File: src/rtl/msx_mouse_reader.sv
// MSX mouse nibble-protocol initiator: toggles strobe, samples four nibbles, assembles X/Y deltas and buttons.
// Optional absent-device detection is compiled in with `define MSX_MOUSE_DETECT_EN.
`timescale 1ns/1ps
module msx_mouse_reader #(
  parameter int SETTLE_CYC   = 1000,
  parameter int POLL_CYC     = 357000,
  parameter int DETECT_POLLS = 8
) (
  input  logic       clk_sys,
  input  logic       reset,
  input  logic       enable,
  input  logic [5:0] joy_in,
  output logic       strobe,
  output logic [7:0] dx,
  output logic [7:0] dy,
  output logic [1:0] btn,
  output logic       valid,
  output logic       present
);

  localparam int PW = (POLL_CYC > 2) ? $clog2(POLL_CYC) : 1;
  localparam int SW = (SETTLE_CYC > 1) ? $clog2(SETTLE_CYC) : 1;
  localparam logic [PW-1:0] POLL_LAST   = PW'(POLL_CYC - 1);
  localparam logic [SW-1:0] SETTLE_LAST = SW'(SETTLE_CYC - 1);

  if (POLL_CYC <= 4 * (SETTLE_CYC + 1) + 4 || SETTLE_CYC < 1 || DETECT_POLLS < 1) begin : g_bad_params
    $error("msx_mouse_reader: invalid parameter combination");
  end

  typedef enum logic [1:0] {
    IDLE   = 2'd0,
    SETTLE = 2'd1,
    SAMPLE = 2'd2,
    DONE   = 2'd3
  } state_t;

  state_t          state_q, state_d;
  logic [5:0]      sync1_q, sync2_q;
  logic [PW-1:0]   poll_cnt_q;
  logic [SW-1:0]   settle_cnt_q, settle_cnt_d;
  logic [1:0]      idx_q, idx_d;
  logic            strobe_q, strobe_d;
  logic [11:0]     nib_q, nib_d;
  logic [7:0]      dx_q, dx_d, dy_q, dy_d;
  logic [1:0]      btn_q, btn_d;
  logic            valid_q, valid_d;
  logic [7:0]      x_raw, y_raw;

  // Two-flop synchroniser; idle lines float high, so reset to all-ones.
  always_ff @(posedge clk_sys) begin
    if (reset) begin
      sync1_q <= 6'h3F;
      sync2_q <= 6'h3F;
    end else begin
      sync1_q <= joy_in;
      sync2_q <= sync1_q;
    end
  end

  always_ff @(posedge clk_sys) begin
    if (reset) begin
      poll_cnt_q <= '0;
    end else if (poll_cnt_q == POLL_LAST) begin
      poll_cnt_q <= '0;
    end else begin
      poll_cnt_q <= poll_cnt_q + PW'(1);
    end
  end

  // Nibbles 0..2 shift in as {X[7:4], X[3:0], Y[7:4]}; nibble 3 is taken straight from the synchroniser.
  assign x_raw = nib_q[11:4];
  assign y_raw = {nib_q[3:0], sync2_q[3:0]};

`ifdef MSX_MOUSE_DETECT_EN
  localparam int AW = $clog2(DETECT_POLLS + 1);
  localparam logic [AW-1:0] ABS_MAX = AW'(DETECT_POLLS);
  logic [AW-1:0] absent_cnt_q, absent_cnt_d;
  logic          present_q, present_d;
`endif

  always_comb begin
    state_d      = state_q;
    settle_cnt_d = settle_cnt_q;
    idx_d        = idx_q;
    strobe_d     = strobe_q;
    nib_d        = nib_q;
    dx_d         = dx_q;
    dy_d         = dy_q;
    btn_d        = btn_q;
    valid_d      = 1'b0;
`ifdef MSX_MOUSE_DETECT_EN
    absent_cnt_d = absent_cnt_q;
    present_d    = present_q;
`endif
    case (state_q)
      IDLE: begin
        if (poll_cnt_q == POLL_LAST && enable) begin
          state_d      = SETTLE;
          strobe_d     = ~strobe_q;
          settle_cnt_d = '0;
          idx_d        = 2'd0;
        end
      end
      SETTLE: begin
        if (settle_cnt_q == SETTLE_LAST) begin
          state_d = SAMPLE;
        end else begin
          settle_cnt_d = settle_cnt_q + SW'(1);
        end
      end
      SAMPLE: begin
        if (idx_q != 2'd3) begin
          nib_d        = {nib_q[7:0], sync2_q[3:0]};
          idx_d        = idx_q + 2'd1;
          strobe_d     = ~strobe_q;
          settle_cnt_d = '0;
          state_d      = SETTLE;
        end else begin
          // Results land together with valid so the consumer sees them in the DONE cycle.
          state_d = DONE;
          valid_d = 1'b1;
          dx_d    = x_raw;
          dy_d    = y_raw;
          btn_d   = ~sync2_q[5:4];
`ifdef MSX_MOUSE_DETECT_EN
          if (x_raw == 8'hFF && y_raw == 8'hFF) begin
            if (absent_cnt_q != ABS_MAX) begin
              absent_cnt_d = absent_cnt_q + AW'(1);
            end
            if (absent_cnt_q >= ABS_MAX - AW'(1)) begin
              present_d = 1'b0;
            end
          end else begin
            absent_cnt_d = '0;
            present_d    = 1'b1;
          end
          if (!present_d) begin
            dx_d = 8'h00;
            dy_d = 8'h00;
          end
`endif
        end
      end
      DONE: begin
        state_d = IDLE;
      end
      default: begin
        state_d = IDLE;
      end
    endcase
  end

  always_ff @(posedge clk_sys) begin
    if (reset) begin
      state_q      <= IDLE;
      settle_cnt_q <= '0;
      idx_q        <= 2'd0;
      strobe_q     <= 1'b0;
      nib_q        <= '0;
      dx_q         <= 8'h00;
      dy_q         <= 8'h00;
      btn_q        <= 2'b00;
      valid_q      <= 1'b0;
    end else begin
      state_q      <= state_d;
      settle_cnt_q <= settle_cnt_d;
      idx_q        <= idx_d;
      strobe_q     <= strobe_d;
      nib_q        <= nib_d;
      dx_q         <= dx_d;
      dy_q         <= dy_d;
      btn_q        <= btn_d;
      valid_q      <= valid_d;
    end
  end

`ifdef MSX_MOUSE_DETECT_EN
  always_ff @(posedge clk_sys) begin
    if (reset) begin
      absent_cnt_q <= '0;
      present_q    <= 1'b1;
    end else begin
      absent_cnt_q <= absent_cnt_d;
      present_q    <= present_d;
    end
  end
  assign present = present_q;
`else
  assign present = 1'b1;
`endif

  assign strobe = strobe_q;
  assign dx     = dx_q;
  assign dy     = dy_q;
  assign btn    = btn_q;
  assign valid  = valid_q;

endmodule

File: config.mk
export PLATFORM = sky130hd
export DESIGN_NAME = msx_mouse_reader
export DESIGN_NICKNAME = d
export VERILOG_FILES = /design/src/rtl/msx_mouse_reader.sv
export SDC_FILE = /design/constraint.sdc
export NUM_CORES = 1
export LEC_CHECK = 0
export CAP_MARGIN = 20
export CORE_MARGIN = 2
export CORE_UTILIZATION = 58
export CTS_BUF_LIST = sky130_fd_sc_hd__clkbuf_2 sky130_fd_sc_hd__clkbuf_4 sky130_fd_sc_hd__clkbuf_8
export DETAILED_ROUTE_END_ITERATION = 7
export PLACE_DENSITY = 0.87
export SYNTH_ARGS = -nofsm -noshare
export SYNTH_HDL_FRONTEND = slang
export SYNTH_SLANG_ARGS = --single-unit
File: constraint.sdc
create_clock -name clk_sys -period 2.19 [get_ports clk_sys]
set_clock_uncertainty 0.05 [all_clocks]
set_input_delay 0.219 -clock clk_sys [delete_from_list [all_inputs] [get_ports clk_sys]]
set_output_delay 0.219 -clock clk_sys [all_outputs]
set_load 0.01 [all_outputs]
== After elaboration in Yosys (flattened, before gate mapping) ==
Cells that the tools add are included.
W data, S select, Z words.
Storage, ports and cells
  input port bits: 9
  word-level logic and storage cells: 55
  flip-flop bits (word level): 77
  output and inout port bits: 21
Operators by class
  bitwise logic cells: 4
  multiplexer cells: 15
  reductions and logical operators: 11
  equal/unequal tests: 10
  add/subtract/negate cells: 3
Operator list (count)
  $mux W10: 3
  $pmux W10 S3: 1
  $add A19 B1 Y19 const B: 1
  $eq A19 B19 Y1 const B: 1
  $add A10 B1 Y10 const B: 1
  $eq A10 B10 Y1 const B: 1
  $mux W2: 5
  $ne A2 B2 Y1 const B: 5
  $pmux W2 S4: 1
  $reduce_and A2 Y1: 3
  $eq A2 B2 Y1 const B: 2
  $pmux W2 S2: 1
  $reduce_and A4 Y1: 1
  $reduce_or A2 Y1: 2
  $mux W1: 3
  $not A1 Y1: 3
  $reduce_and A3 Y1: 1
  $reduce_bool A3 Y1: 1
  $add A2 B1 Y2 const B: 1
  $eq A2 B1 Y1 const B: 1
  $logic_not A2 Y1: 1
  $not A2 Y2: 1
  $pmux W1 S2: 1
  $reduce_bool A2 Y1: 1
  $logic_and A1 B1 Y1: 1

== Depth between registers and ports, before layout ==
Gate-level depths: netlist of the first run.
  word-level depth: 4
  gate-level depth with buffers: 8

== Least setup slack after synthesis of the first run ==
OpenSTA, ideal clock, no wires.
  kind: reg-to-reg
  start point: register poll_cnt_q[0]
  end point: register poll_cnt_q[11]
  cell stages (with the launch flop): 9
  data required time: 2025 ps
  buffers on the path: 2
  data arrival time: 1457 ps
  slack: 568 ps
  setup time: 115 ps
  period minus slack after synthesis: 1622 ps
  cell sequence: dfxtp_1 ha_1 nand2_2 nor4_1 and4_1 or2_1 buf_4 buf_6 nor2_1
On the way
  word-level cells in the longest chain between the ends: 2
  elaborated cells between the ends (all ways): 3
RTL lines
  start: declaration: RTL line 39  | logic [PW-1:0] poll_cnt_q;
  start signal: assignment: RTL line 66  | poll_cnt_q <= poll_cnt_q + PW'(1);
  branches (longest 2 deep; another with $add A19 B1 Y19)
Parallel ways; which one is timed is not known.
A chain may end at the register's enable or synchronous reset.

== Worst setup path in the final report of the first run ==
  start point: register poll_cnt_q[0]
  end point: register poll_cnt_q[17]
The elaborated chain is that of the path after synthesis.

==> results of run 1 <==
## critical path, delay by kind of cell, from the launching register on
kind | cells | cell delay (ps)
fa+ha+maj | 1 | 250
buf+inv | 1 | 170
flops | 1 | 360
simple gates | 5 | 850
## state kept, by name, indices dropped and copies added, names as in the netlist, 2 cells and up
register,flops
nib_q,12
btn,2
sync2_q,6
state_q,2
poll_cnt_q,19
idx_q,2
settle_cnt_q,10
dy,8
sync1_q,6
dx,8
## power groups by stage
stage / registers, uW / logic (uW) / clock network, uW
final: 1420 / 59.1 / 962
after global routing: 1420 / 65.6 / 1060
after CTS: 1420 / 59.6 / 985
after detailed placement: 1450 / 59.5 / 0
after global placement: 1450 / 58.5 / 0
after floorplan: 1450 / 40.7 / 0
## metal layers
metal  vias up  track usage
met1      1074        0.256
met2        55        0.344
met5         -            0
met3        14       0.0391
li1       1210            -
met4         0       0.0964
## layout by cell type, fill, tap and decap left out, types with 3 or more instances in the layout
master                            Yosys  layout
sky130_fd_sc_hd__dfxtp_1             77      77
sky130_fd_sc_hd__nor3_1               4       4
sky130_fd_sc_hd__ha_1                 3       3
sky130_fd_sc_hd__and4_1               3       3
sky130_fd_sc_hd__and3_1               4       4
sky130_fd_sc_hd__nor2_1              39      39
sky130_fd_sc_hd__a21oi_1             37      37
sky130_fd_sc_hd__nand2_1             65      65
sky130_fd_sc_hd__clkdlybuf4s50_1      0      27
sky130_fd_sc_hd__o32ai_1              3       3
sky130_fd_sc_hd__buf_4                2       6
sky130_fd_sc_hd__inv_6                0       3
sky130_fd_sc_hd__nand2b_1             6       6
sky130_fd_sc_hd__xnor2_1             10      10
sky130_fd_sc_hd__or2_2               12      12
sky130_fd_sc_hd__nand4_1              5       5
sky130_fd_sc_hd__clkbuf_8             0       9
sky130_fd_sc_hd__a211oi_1             4       4
sky130_fd_sc_hd__nand3_1             11      11
sky130_fd_sc_hd__xor2_1              11      11
## final cells by class
type / count / area (sq um) / share of cell area
Timing Repair Buffer: 34 / 320 / 0.0901
Inverter: 2 / 7.51 / 0.00211
Tap cell: 70 / 87.6 / 0.0246
Clock buffer: 9 / 124 / 0.0348
Clock inverter: 7 / 56.3 / 0.0158
Multi-Input combinational cell: 248 / 1420 / 0.399
Sequential cell: 77 / 1540 / 0.433
## cells by family (layout without fill, tap and decap cells)
logic type / after synthesis / after routing / share of synthesized area
muxes: 1 / 1 / 0.00327
DFF: 77 / 77 / 0.504
other: 1 / 1 / 0.00123
xor gates and xnor gates: 21 / 21 / 0.0602
buffers and inverters: 20 / 52 / 0.0315
adders and majority gates: 3 / 3 / 0.0123
and+or+nand+nor: 172 / 172 / 0.287
AOI/OAI and AO/OA: 50 / 50 / 0.100
## worst paths after layout
check / start / end / slack (ps) / cells past startpoint
setup / recovery: poll_cnt_q[0] / poll_cnt_q[17] / 410 / 7
hold reg to reg: sync1_q[1] / sync2_q[1] / 360 / 1
setup reg to reg: poll_cnt_q[0] / poll_cnt_q[17] / 410 / 7
hold / removal: reset / poll_cnt_q[2] / 280 / 2
## through the flow
stage	cells	setup slack [ps]	util	power, uW
final	447	415	0.696	2440
after global placement	431	512	0.661	1510
after detailed placement	431	421	0.661	1510
after CTS	447	400	0.696	2470
after global routing	447	281	0.696	2550
after floorplan	345	568	-	1490
==> run_results.csv, run 1 <==
group,metric,value,unit
pwr,power.share.clock,0.394,
floorplan,std_cell_rows,26,
pwr,seqPwrFrac,0.582,
yosys,synth.largest_area_cell,"sky130_fd_sc_hd__dfxtp_1",
yosys,synthMostInstantiatedCell,"sky130_fd_sc_hd__dfxtp_1",
final_layout,layout.nets,384,
routing,drt-pass1-iter-count,4,
yosys,yosys_most_used_dff,"sky130_fd_sc_hd__dfxtp_1",
grt,initial_antenna_violation_count,0,
cts,cts_hold_buf,0,
yosys,top_post_synthesis_cells_by_count,"sky130_fd_sc_hd__dfxtp_1 (77), sky130_fd_sc_hd__nand2_1 (65), sky130_fd_sc_hd__nor2_1 (39), sky130_fd_sc_hd__a21oi_1 (37), sky130_fd_sc_hd__or2_2 (12)",
yosys,syn-instance-count,345,
cts,ctsLongestPathBuffers,2,
routing,total_drc_errors_in_the_routed_layout,0,
pwr,p_leak,0.00121,uW
worst_setup_path,critical_path.slowest_cell,"sky130_fd_sc_hd__dfxtp_1",
sta,slew_headroom,0.610,
pwr,cellInternalPower,1870,uW
pwr,powerDensity,687,nW/um^2
pwr,ir_drop,547,uV
worst_hold_path,hp-class,"in -> reg",
worst_setup_path,timing.critical_path.arrival,1960,ps
grt,gr-usage-all-layers,0.205,
worst_setup_path,criticalPathCategory,"reg -> reg",
sta,fmaxAchievable,563,MHz
routing,via_count,2353,
yosys,synth_edf_count,0,
outcome,run_status,"completed",
grt,wire_length_of_the_first_global_routing_pass,9680,um
routing,routed_wire_length_per_instance,12.3,um
worst_setup_path,cp.required,2370,ps
worst_setup_path,cp-start-kind,"flip-flop",
worst_setup_path,worst_setup_path_end_kind,"flip-flop",
cts,post_cts_resize_count,0,
yosys,synth_cell_types,46,
cts,cts_made_buffers,9,
routing,detail_route.wirelength.met1,2550,um
grt,grt_start_max_net_pins,33,
final_layout,finalInstanceArea,3560,sq um
floorplan,floorplan.die.width,76.6,um
cts,postCtsSetupBuffers,0,
cts,h-tree-depth,3,
place,final_gp_congestion,0.834,
yosys,yosys_warnings,0,
cts,clk_root_buffer_cell,"sky130_fd_sc_hd__clkbuf_8",
sta,finalHoldViolCount,0,
place,port_buffers,28,
place,post-dp-hpwl,3840,um
floorplan,ios,30,
sta,fin_setup_tns,0,ps
sta,grt_setup_unrepaired,"false",
routing,dr_wl_met2,2680,um
final_layout,fraction_of_layout_instances_using_a_drive_strength_above_1,0.125,
grt,first_global_vias,2193,
yosys,postSynthNetCount,357,
grt,grt_overflow,0,
routing,postRouteAntennaNets,0,
worst_setup_path,cp_cell_sequence,"ha_1, nand2_2, nor4_1, and4_1, or2_1, buf_4, nor2_1",
worst_setup_path,timing.critical_path.slowest_cell_delay,360,ps
yosys,synth-seq-area-share,0.504,
routing,initialDrtViolationCount,123,
cts,worst_skew_pair.late_latency,340,ps
yosys,netlist.area_leader.share,0.504,
routing,wl_met3,174,um
yosys,ys_ff_latch,77,
final_layout,antenna_cells,0,
sta,slew_violations,0,
routing,maxUsedRoutingLayer,"met4",
final_layout,nFillCells,417,
pwr,p_sw_frac,0.235,
routing,vias_per_cell,5.26,
sta,worst-slew-pin-transition,583,ps
yosys,synth-async-reset-ratio,0,
yosys,syn-mean-instance-area,8.86,sq um
cts,clock_tree_from_tritoncts,"built",
run,maxCapViolations,0,
pwr,power.combinational.fraction,0.024,
cts,clock_sink_count,77,
final_layout,areaGrowthSynthToFinish,16.3,%
sta,fin_hold_ws,284,ps
place,dpl-instance-area,3380,sq um
sta,setup_viol,0,
yosys,synth.cell_area,3060,sq um
sta,min_period_over_period,0.811,
cts,worst_setup_hold_path_clk_slew,80,ps
routing,wirelength,5520,um
sta,timing.final.crit_period,1780,ps
floorplan,die_area,5870,sq um
floorplan,effective_utilization_at_floorplan,0.598,
yosys,ys_top_cells_by_area,"sky130_fd_sc_hd__dfxtp_1 (50%), sky130_fd_sc_hd__nand2_1 (8.0%), sky130_fd_sc_hd__a21oi_1 (6.1%)",
pwr,switching_power_summed_over_all_nets,575,uW
floorplan,dieHeight,76.6,um
floorplan,core,5110,sq um
worst_setup_path,worstPathMaxFanout,10,
Power figures use the tool's default switching activity.
==> run 2: changes to the inputs <==
==> constraint.sdc (replaced) <==
create_clock -name clk_sys -period 1.8 [get_ports clk_sys]
set_clock_uncertainty 0.05 [all_clocks]
set_input_delay 0.18 -clock clk_sys [delete_from_list [all_inputs] [get_ports clk_sys]]
set_output_delay 0.18 -clock clk_sys [all_outputs]
set_load 0.01 [all_outputs]
==> run 2 against run 1 <==
Critical path depth fell by 1. Highest routed layer unchanged. Worst setup slack got worse by 300 ps. Register-to-register slack got worse by 300 ps. Hold slack got worse by 41 ps. Clock-buffer cell count rose by 2. Largest cell class unchanged. Combinational power rose by 32%.
==> run_results.csv, run 2 (synthesis results as in run 1) <==
group,metric,value,unit
grt,initial_antenna_violation_count,0,
worst_setup_path,cp.required,2000,ps
final_layout,areaGrowthSynthToFinish,19.0,%
sta,worst-slew-pin-transition,596,ps
cts,clk_root_buffer_cell,"sky130_fd_sc_hd__clkbuf_8",
floorplan,die_area,5870,sq um
cts,clock_sink_count,77,
worst_setup_path,cp-start-kind,"flip-flop",
routing,postRouteAntennaNets,0,
grt,first_global_vias,2191,
worst_setup_path,worstPathMaxFanout,6,
grt,gr-usage-all-layers,0.203,
final_layout,layout.nets,384,
floorplan,std_cell_rows,26,
worst_setup_path,criticalPathCategory,"reg -> reg",
pwr,power.total,3240,uW
routing,vias_per_cell,5.28,
grt,grt_start_max_net_pins,65,
outcome,run_status,"completed",
worst_setup_path,setup_slack_reg_to_reg,110,ps
final_layout,nFillCells,395,
worst_setup_path,length_in_cells_of_the_worst_reg_to_reg_path,6,
worst_setup_path,worstReg2RegEnd,"settle_cnt_q[6]",
cts,h-tree-depth,3,
final_layout,top_regs,"poll_cnt_q: 19 flops, nib_q: 12 flops, settle_cnt_q: 10 flops",
grt,wire_length_of_the_first_global_routing_pass,9670,um
worst_setup_path,worst_setup_path_end_kind,"flip-flop",
worst_hold_path,hp-class,"in -> reg",
floorplan,core,5110,sq um
sta,fin_setup_tns,0,ps
cts,cts_made_buffers,9,
cts,worst_skew_pair.late_latency,340,ps
worst_hold_path,hold-path-cell-count,3,
cts,worst_setup_hold_path_clk_slew,70,ps
pwr,powerDensity,889,nW/um^2
sta,fmaxAchievable,593,MHz
place,post-dp-hpwl,3740,um
routing,initialDrtViolationCount,145,
pwr,p_leak,0.00124,uW
sta,min_period_over_period,0.938,
pwr,ir_drop,529,uV
place,port_buffers,28,
floorplan,dieHeight,76.6,um
sta,finalHoldViolCount,0,
cts,clock_tree_from_tritoncts,"built",
routing,routed_wire_length_per_instance,12.6,um
place,final_gp_congestion,0.835,
final_layout,fraction_of_layout_instances_using_a_drive_strength_above_1,0.130,
routing,via_count,2362,
final_layout,largest_register_ffs,19,
routing,wirelength,5620,um
sta,grt_setup_unrepaired,"false",
final_layout,top_register,"poll_cnt_q",
worst_setup_path,timing.critical_path.arrival,1890,ps
sta,slew_violations,0,
sta,slew_headroom,0.601,
floorplan,ios,30,
final_layout,final_common_cell,"sky130_fd_sc_hd__dfxtp_1",
routing,total_drc_errors_in_the_routed_layout,0,
final_layout,most_frequent_cells_in_the_layout,"sky130_fd_sc_hd__dfxtp_1 (77), sky130_fd_sc_hd__nand2_1 (65), sky130_fd_sc_hd__nor2_1 (39)",
place,detailedPlace.worstSlack,57.7,ps
floorplan,effective_utilization_at_floorplan,0.598,
worst_setup_path,reg2reg_launch_point,"settle_cnt_q[0]",
cts,ctsLongestPathBuffers,2,
floorplan,floorplan.die.width,76.6,um
grt,grt_overflow,0,
sta,setup_ws,112,ps
sta,setup_viol,0,
sta,timing.final.crit_period,1690,ps
routing,drt-pass1-iter-count,5,
final_layout,antenna_cells,0,
run,maxCapViolations,0,
worst_hold_path,timing.hold.worst_endpoint,"state_q[1]",
worst_hold_path,hold_start,"reset",
[run 2: through the flow]
stage          cells  utilization  hold slack, ps  instance area, sq um
6_report         447        0.712             243                  3640
5_1_grt          447        0.712             260                  3640
4_1_cts          447        0.709             246                  3620
3_5_place_dp     431        0.666             342                  3400
3_3_place_gp     431        0.666             340                  3400
2_1_floorplan    345            -             234                  3060
[run 2: timing repair]
item	CTS	global route
hold buffers	0	0
resized for setup	0	3
endpoints found under the setup margin	0	27
buffers inserted	0	0
[run 2: worst max path at each step]
| stage | from | endpoint | slack [ps] | cells after the start |
|---|---|---|---|---|
| global placement | poll_cnt_q[0] | settle_cnt_q[8] | 160 | 6 |
| CTS | poll_cnt_q[0] | settle_cnt_q[1] | 30 | 6 |
| floorplan | poll_cnt_q[0] | poll_cnt_q[11] | 180 | 8 |
| detailed placement | poll_cnt_q[0] | settle_cnt_q[1] | 60 | 6 |
| global route | poll_cnt_q[0] | poll_cnt_q[14] | 20 | 6 |
| finish | settle_cnt_q[0] | settle_cnt_q[6] | 110 | 6 |
[run 2: where the power goes]
part,total (uW),switching [uW],internal [uW]
clock,1430,611,817
sequential,1730,9.80,1720
combinational,77.9,38.6,39.3
[run 2: worst max-delay path: stages, from the launching register on]
cell and delay, ps:
sky130_fd_sc_hd__dfxtp_1 400, sky130_fd_sc_hd__ha_1 230, sky130_fd_sc_hd__nand4b_1 160, sky130_fd_sc_hd__nor3_4 220, sky130_fd_sc_hd__or2b_4 220, sky130_fd_sc_hd__nand2_4 90, sky130_fd_sc_hd__a311oi_2 240
[run 2: layout make-up]
cell class | instances | area [sq um] | share of cell area
sequential | 77 | 1540 | 0.424
multi-input combinational | 248 | 1430 | 0.394
timing repair buffer | 34 | 345 | 0.0949
clock buffer | 11 | 139 | 0.0382
tap | 70 | 87.6 | 0.0241
clock inverter | 5 | 83.8 | 0.0230
inverter | 2 | 7.51 | 0.00206
[run 2: layer usage]
layer | GRT usage | up-vias | part of all wire
met4 | 0.100 | 0 | 0.013
met3 | 0.0391 | 7 | 0.033
met2 | 0.342 | 44 | 0.50
met5 | 0 | - | 0
li1 | - | 1205 | -
met1 | 0.250 | 1106 | 0.45
==> run 3: changes to the inputs <==
--- a/config.mk
+++ b/config.mk
@@ -6,6 +6,7 @@
 export NUM_CORES = 1
 export LEC_CHECK = 0
 export CAP_MARGIN = 20
+export CORE_ASPECT_RATIO = 1.75
 export CORE_MARGIN = 2
 export CORE_UTILIZATION = 58
 export CTS_BUF_LIST = sky130_fd_sc_hd__clkbuf_2 sky130_fd_sc_hd__clkbuf_4 sky130_fd_sc_hd__clkbuf_8
==> run 3 against run 2 <==
The run now ends with DRC left. Sequential power about the same. Utilization down 1.5 points. Worst setup slack worse by 1.3 ps. Routed wire length up 0.68%. Power down 3.8%.
==> run_results.csv, run 3 (synthesis results as in run 1) <==
group,metric,value,unit
outcome,run_status,"finished, violations left",
outcome,violations,"DRC",
sta,setup_viol,0,
cts,worst_skew_pair.late_latency,340,ps
grt,first_global_vias,2310,
floorplan,die_area,5890,sq um
sta,grt_setup_unrepaired,"false",
routing,total_drc_errors_in_the_routed_layout,2,
cts,clock_sink_count,77,
cts,h-tree-depth,3,
floorplan,floorplan.die.width,58.9,um
cts,clock_tree_from_tritoncts,"built",
final_layout,area_of_the_multi_input_gates,1430,sq um
final_layout,areaGrowthSynthToFinish,18.0,%
worst_setup_path,worstPathMaxFanout,11,
worst_setup_path,timing.critical_path.arrival,1870,ps
worst_setup_path,worst_setup_path_end_kind,"flip-flop",
cts,ctsLongestPathBuffers,2,
place,port_buffers,28,
routing,initialDrtViolationCount,77,
floorplan,effective_utilization_at_floorplan,0.592,
worst_setup_path,cp.required,1980,ps
pwr,ir_drop,699,uV
sta,finalHoldViolCount,0,
sta,fin_hold_ws,249,ps
sta,timing.final.crit_period,1690,ps
cts,cts_made_buffers,9,
final_layout,nFillCells,409,
floorplan,ios,30,
grt,gr-usage-all-layers,0.216,
final_layout,fraction_of_layout_instances_using_a_drive_strength_above_1,0.137,
final_layout,layout.nets,387,
grt,initial_antenna_violation_count,0,
final_layout,final_core_utilization,0.698,
final_layout,most_frequent_cells_in_the_layout,"sky130_fd_sc_hd__dfxtp_1 (77), sky130_fd_sc_hd__nand2_1 (65), sky130_fd_sc_hd__nor2_1 (39)",
grt,wire_length_of_the_first_global_routing_pass,9770,um
worst_hold_path,hp-class,"in -> reg",
final_layout,final_common_cell,"sky130_fd_sc_hd__dfxtp_1",
grt,grt_start_max_net_pins,64,
final_layout,seq_area,1540,sq um
final_layout,top_register,"poll_cnt_q",
floorplan,dieHeight,100,um
run,maxCapViolations,0,
floorplan,core,5170,sq um
pwr,powerDensity,863,nW/um^2
sta,slew_violations,0,
routing,via_count,2399,
cts,postCtsSetupBuffers,0,
place,post-dp-hpwl,4030,um
routing,postRouteAntennaNets,0,
sta,slew_headroom,0.649,
final_layout,largest_register_ffs,19,
final_layout,top_regs,"poll_cnt_q: 19 flops, nib_q: 12 flops, settle_cnt_q: 10 flops",
routing,wirelength,5660,um
cts,worst_setup_hold_path_clk_slew,80,ps
place,final_gp_congestion,0.811,
floorplan,std_cell_rows,35,
worst_setup_path,cp-start-kind,"flip-flop",
final_layout,antenna_cells,0,
final_layout,finalInstanceArea,3610,sq um
sta,worst-slew-pin-transition,524,ps
routing,routed_wire_length_per_instance,13.0,um
sta,fmaxAchievable,592,MHz
grt,grt_overflow,0,
routing,vias_per_cell,5.51,
sta,fin_setup_tns,0,ps
place,dpl-instance-area,3390,sq um
pwr,p_leak,0.00124,uW
worst_setup_path,criticalPathCategory,"reg -> reg",
sta,min_period_over_period,0.938,
cts,clk_root_buffer_cell,"sky130_fd_sc_hd__clkbuf_8",
routing,drt-pass1-iter-count,6,
-- run 3: timing repair --
action,CTS,global route
endpoints found under the setup margin,0,24
endpoints found under the hold margin,0,0
hold buffers,0,0
resized for setup,0,2
-- run 3: path summary, 6_finish.rpt --
| kind | start | to | slack [ps] | cells after the start |
|---|---|---|---|---|
| setup / recovery | poll_cnt_q[0] | poll_cnt_q[8] | 110 | 7 |
| hold / removal | reset | idx_q[0] | 250 | 3 |
| setup reg to reg | poll_cnt_q[0] | poll_cnt_q[8] | 110 | 7 |
| hold reg to reg | sync1_q[3] | sync2_q[3] | 360 | 1 |
-- run 3: where the power goes --
part           leakage (uW)  internal [uW]  switching [uW]
Clock              0.000103            696             610
Sequential         0.000624           1720            9.55
Combinational      0.000518           37.6            38.5
Total               0.00124           2450             658
-- run 3: through the flow --
step           instances  power [uW]  worst slack (ps)
5_1_grt              435        3230              7.92
2_1_floorplan        345        1820               178
3_5_place_dp         419        1850              76.5
3_3_place_gp         419        1840               177
6_report             435        3110               111
4_1_cts              435        3140              39.1
-- run 3: metal layers --
metal,vias to the layer above,share of wire,GRT usage
li1,1211,-,-
met1,1123,0.39,0.226
met2,45,0.54,0.378
met3,20,0.033,0.0464
met4,0,0.042,0.131
met5,-,0,0
-- run 3: worst max-delay path, stage by stage, from the launching register on --
cell                      delay (ps)
sky130_fd_sc_hd__dfxtp_1         370
sky130_fd_sc_hd__ha_2            240
sky130_fd_sc_hd__nand2_2         110
sky130_fd_sc_hd__nor4_2          210
sky130_fd_sc_hd__and4_1          220
sky130_fd_sc_hd__or2_1           130
sky130_fd_sc_hd__buf_4           180
sky130_fd_sc_hd__nor2_1           70
-- run 3: final cells by class --
cell class              instances  area share
inverters                       2     0.00208
clock buffers                  11      0.0402
well taps                      55      0.0191
clock inverters                 5      0.0167
flip-flops and latches         77       0.427
multi-input cells             248       0.396
repair buffers                 37      0.0985
